[config.mk]
export PLATFORM = sky130hd
export DESIGN_NAME = led_pattern_seq
export DESIGN_NICKNAME = d
export VERILOG_FILES = /design/src/rtl/led_pattern_seq.sv
export SDC_FILE = /design/constraint.sdc
export NUM_CORES = 1
export LEC_CHECK = 0
export CAP_MARGIN = 20
export CORE_MARGIN = 2
export CORE_UTILIZATION = 31
export CTS_BUF_LIST = sky130_fd_sc_hd__clkbuf_8 sky130_fd_sc_hd__clkbuf_16
export CTS_CLUSTER_SIZE = 14
export DETAILED_ROUTE_END_ITERATION = 10
export GPL_TIMING_DRIVEN = 0
export MAX_ROUTING_LAYER = met4
export PLACE_DENSITY = 0.6
export SKIP_CTS_REPAIR_TIMING = 1
export SYNTH_ARGS = -nofsm -noshare
export SYNTH_HDL_FRONTEND = slang
export SYNTH_SLANG_ARGS = --single-unit
export TNS_END_PERCENT = 20
[constraint.sdc]
create_clock -name clk -period 4.71 [get_ports clk]
set_clock_uncertainty 0.1 [all_clocks]
set_input_delay 1.1775 -clock clk [delete_from_list [all_inputs] [get_ports clk]]
set_output_delay 1.1775 -clock clk [all_outputs]
set_load 0.01 [all_outputs]
[src/rtl/led_pattern_seq.sv]
// LED test pattern sequencer: samples the divided clock as data, turns its rising
// edges into ticks, prescales ticks into steps and drives walk/bounce/binary/blink.
module led_pattern_seq #(
   parameter int N_LED          = 8,
   parameter int TICKS_PER_STEP = 4
) (
   input  logic             clk,
   input  logic             rst_in,
   input  logic             div_clk,
   input  logic             enable,
   input  logic [1:0]       mode,
   output logic [N_LED-1:0] leds,
   output logic             step,
   output logic [1:0]       mode_active
);

   typedef enum logic {
      DIR_UP   = 1'b0,
      DIR_DOWN = 1'b1
   } dir_t;

   localparam logic [1:0] MODE_WALK   = 2'd0;
   localparam logic [1:0] MODE_BOUNCE = 2'd1;
   localparam logic [1:0] MODE_BINARY = 2'd2;
   localparam logic [1:0] MODE_BLINK  = 2'd3;

   // A setting of 0 behaves exactly like 1: every tick is an advance.
   localparam logic [15:0] TCNT_LAST = (TICKS_PER_STEP <= 1) ? 16'd0 : 16'(TICKS_PER_STEP - 1);
   localparam logic [N_LED-1:0] LED_ONE  = N_LED'(1'b1);
   localparam logic [N_LED-1:0] LED_ZERO = '0;

   logic             r_s1;
   logic             r_s2;
   logic             r_s3;
   logic [15:0]      r_tcnt;
   dir_t             r_dir;

   logic             w_tick;
   logic             w_advance;
   logic [15:0]      w_tcnt_nxt;
   dir_t             w_dir_nxt;
   logic [N_LED-1:0] w_leds_nxt;
   logic [N_LED-1:0] w_rot;
   logic [1:0]       w_mode_nxt;
   logic             w_step_nxt;

   generate
      if (N_LED > 1) begin : g_rot
         assign w_rot = {leds[N_LED-2:0], leds[N_LED-1]};
      end else begin : g_rot_single
         assign w_rot = leds;
      end
   endgenerate

   // Three-flop sampler of div_clk; the third flop only serves edge detection.
   always_ff @(posedge clk or posedge rst_in) begin
      if (rst_in) begin
         r_s1 <= 1'b0;
         r_s2 <= 1'b0;
         r_s3 <= 1'b0;
      end else begin
         r_s1 <= div_clk;
         r_s2 <= r_s1;
         r_s3 <= r_s2;
      end
   end

   assign w_tick    = r_s2 & ~r_s3;
   assign w_advance = w_tick & enable & (r_tcnt >= TCNT_LAST);

   // Prescaler, pattern and direction next-state; mode is only looked at on an advance.
   always_comb begin
      w_tcnt_nxt = r_tcnt;
      w_dir_nxt  = r_dir;
      w_leds_nxt = leds;
      w_mode_nxt = mode_active;
      w_step_nxt = 1'b0;
      if (w_advance) begin
         w_tcnt_nxt = 16'd0;
         w_step_nxt = 1'b1;
         if (mode != mode_active) begin
            w_mode_nxt = mode;
            w_dir_nxt  = DIR_UP;
            if ((mode == MODE_WALK) || (mode == MODE_BOUNCE)) begin
               w_leds_nxt = LED_ONE;
            end else begin
               w_leds_nxt = LED_ZERO;
            end
         end else begin
            case (mode_active)
               MODE_WALK:   w_leds_nxt = w_rot;
               MODE_BOUNCE: begin
                  if (N_LED == 1) begin
                     w_leds_nxt = leds;
                  end else begin
                     case (r_dir)
                        DIR_UP: begin
                           if (leds[N_LED-1]) begin
                              w_leds_nxt = leds >> 1;
                              w_dir_nxt  = DIR_DOWN;
                           end else begin
                              w_leds_nxt = leds << 1;
                           end
                        end
                        DIR_DOWN: begin
                           if (leds[0]) begin
                              w_leds_nxt = leds << 1;
                              w_dir_nxt  = DIR_UP;
                           end else begin
                              w_leds_nxt = leds >> 1;
                           end
                        end
                        default: w_leds_nxt = leds;
                     endcase
                  end
               end
               MODE_BINARY: w_leds_nxt = leds + LED_ONE;
               MODE_BLINK:  w_leds_nxt = ~leds;
               default:     w_leds_nxt = leds;
            endcase
         end
      end else if (w_tick && enable) begin
         w_tcnt_nxt = r_tcnt + 16'd1;
      end else begin
         w_tcnt_nxt = r_tcnt;
      end
   end

   // State and registered outputs.
   always_ff @(posedge clk or posedge rst_in) begin
      if (rst_in) begin
         r_tcnt      <= 16'd0;
         r_dir       <= DIR_UP;
         leds        <= LED_ONE;
         step        <= 1'b0;
         mode_active <= MODE_WALK;
      end else begin
         r_tcnt      <= w_tcnt_nxt;
         r_dir       <= w_dir_nxt;
         leds        <= w_leds_nxt;
         step        <= w_step_nxt;
         mode_active <= w_mode_nxt;
      end
   end

endmodule

==> run metrics, run 1 <==
number of synthesized register bits 31; final setup violation count 0; critical path's slowest cell clkdlybuf4s50_1; syn nets 197; Final GP Congestion 0.873; Antenna Nets Post-Route 0; most used cells in the layout excluding fill and tap cells 30 x dfrtp_1, 24 x nor2_1, 22 x o21ai_0; Crit Path Class input port to flip-flop; 1st-pass router iterations 4; Final Power 896 uW; Max-cap violations 0; crit path launch type input port; Critical R2R Capture leds[1]; # rows 27; synth unique cells 43; clock-pin slew on the worst setup and hold paths 70 ps; Buf/Inv on CP 1; Setup crit end kind flip-flop; Req. time, crit path 4790 ps; Syn Std Cell Area 1720 sq um; setup_tns 0 ps; Post-synth EDFFs 0; Area growth syn-to-layout 21.1%; hold depth 0; Ports 17; Final nets ~220; crit path DAT between 2000 and 3000 ps; Pwr per Cell Area 430 nW/um^2; Hold Startpoint r_s1; Core Footprint 5440 sq um; drt total wl approximately 3.9 mm; drt drc 0; Tightest Pin Transition approximately 640 ps; CP cell instances clkdlybuf4s50_1 > xnor2_2 > o21ai_1 > or3_4 > o41ai_2; CTS tree done; final hold vios 0; max-slew violations 0; Max Fclk 0.362 GHz; I/O Buffers 16; reg2reg path depth 7; Min-Delay Path Class flip-flop to flip-flop; part of the cycle the worst path needs 58.7%; routed len/inst around 14 um; Die Wd 78.5 um; critical path's top delay family buffers and inverters; initial core utilization roughly a third; status complete, no violations; mean post-synth cell area 9.14 sq um; FF-to-FF Start leds[0]; Vias/cell 5.16; clock buffer depth 2; GRT Residual Overflow 0; Die Area a little over 6000 sq um; share of cells above drive strength 1 13.6%; first-pass GRT wire length 6.41 mm; Synthesis Warnings 0; Max Used Layer met4; register area share after synthesis a little under half; LEAKAGE 0.000920 uW; Async S/R FF share, synth between 90% and 100%; r2r setup slk about 2500 ps; HPWL after DPL about 2.8 mm; Vias 1471; worst hold endpoint r_s2; minimum clock period after layout 2760 ps; initial antenna violation count 0; Top FF cell, synth dfrtp_1; synthesized instance count 188; Clk Latency, worst-skew pair 280 ps; slew margin rel. 57.3%; unrepaired setup endpoints after global routing false; met3 wire length 129 um; met2 WL post-DR about 1.7 mm; M1 wire length 1.92 mm; CP max FO 5; CTS sink count 31; WP depth 5; CTS buffer count 5; # diodes 0; non-filler cells, final 285; VDD IR max 0.124 mV; Root Buffer Master clkbuf_8; Post-Place Cells around 280; Largest stage delay, worst path 520 ps; largest net degree at the start of global routing 19; vias in the first global route ~1300; Detailed Route Iter0 Violations around 150; Die Span Y between 70 and 80 um; Total GRT Usage between 10 and 15%; most common cell after layout, fill and taps aside dfrtp_1; htree depth 2
## layer usage
layer	GRT usage, %	vias to the layer above
li1	-	733
met1	19.6	701
met2	19.2	32
met3	2.53	5
met4	6.49	0
met5	-	-
## power by group
group	leakage [uW]	switching, uW	internal [uW]	total [uW]
clock	0.0000453	103	101	204
sequential	0.000413	40.7	301	341
combinational	0.000462	192	158	350
## cell families after synthesis
kind of cell / after synthesis / synth area share [%]
XOR/XNOR: 1 / 0.946
buffers and inverters: 16 / 4.66
flip-flops: 31 / 45.2
AO/OA/AOI/OAI: 57 / 20.7
AND/OR/NAND/NOR: 74 / 22.4
adder cells (fa/ha/maj): 3 / 2.18
multiplexers: 6 / 3.93
## cell type report
type | count | area, sq um
Tap cell | 72 | 90.1
Clock inverter | 3 | 16.3
Timing Repair Buffer | 17 | 188
Sequential cell | 31 | 777
Fill cell | 544 | 3360
Inverter | 6 | 22.5
Multi-Input combinational cell | 141 | 862
Clock buffer | 5 | 68.8
Buffer | 10 | 57.6
## sequential cells by signal, summed over array words and instances, names as in the netlist
name         count
leds             8
mode_active      2
r_dir            1
r_s1             1
r_s2             1
r_s3             1
r_tcnt          16
step             1
## through the flow
stage          utilization [%]  hold WS (ps)  worst slack (ps)  cell area, sq um
2_1_floorplan                -           231              2400              1720
3_3_place_gp              36.2           235              1590              1970
3_5_place_dp              36.7           238              1660              2000
4_1_cts                   38.3           254              1950              2080
5_1_grt                   38.3           261              1850              2080
6_report                  38.3           256              1950              2080
## synth_stat cells (3+ instances only)
| cell type | number | area, sq um |
|---|---|---|
| nor2_1 | 24 | 90.1 |
| clkbuf_1 | 4 | 15.0 |
| and2_1 | 4 | 25.0 |
| nand4_1 | 3 | 18.8 |
| o21ai_0 | 22 | 110 |
| inv_1 | 5 | 18.8 |
| and3_1 | 5 | 31.3 |
| a31oi_1 | 7 | 43.8 |
| o211ai_1 | 3 | 22.5 |
| dfrtp_1 | 30 | 751 |
| mux2_2 | 6 | 67.6 |
| buf_2 | 4 | 20.0 |
| a21oi_1 | 10 | 50.1 |
| nor3_1 | 3 | 15.0 |
| o21ai_1 | 3 | 15.0 |
| a41oi_1 | 3 | 26.3 |
| ha_1 | 3 | 37.5 |
| nand2_1 | 17 | 63.8 |
| nand3_1 | 4 | 20.0 |
## how the worst max path moves through the flow
stage                  from  endpoint
CTS                 mode[0]     r_dir
global placement    mode[0]     r_dir
finish              mode[0]     r_dir
floorplan            enable     r_dir
global route        mode[0]     r_dir
detailed placement  mode[0]     r_dir
Note: power is estimated with default switching activity, not from simulation.
==> inputs of run 2 (changes only) <==
- clock period: 4.71 -> 2.8 ns (I/O delays scaled with it)
==> results of run 2 <==
Same layout as run 1 (identical final DEF). Status: complete, no violations.
Among the figures that moved: setup slack after placement 1660 ps -> 229 ps; setup slack after layout 1950 ps -> 513 ps; register-to-register setup slack 2470 ps -> 560 ps; total power 896 uW -> 1510 uW; worst IR drop on VDD 0.124 mV -> 0.208 mV
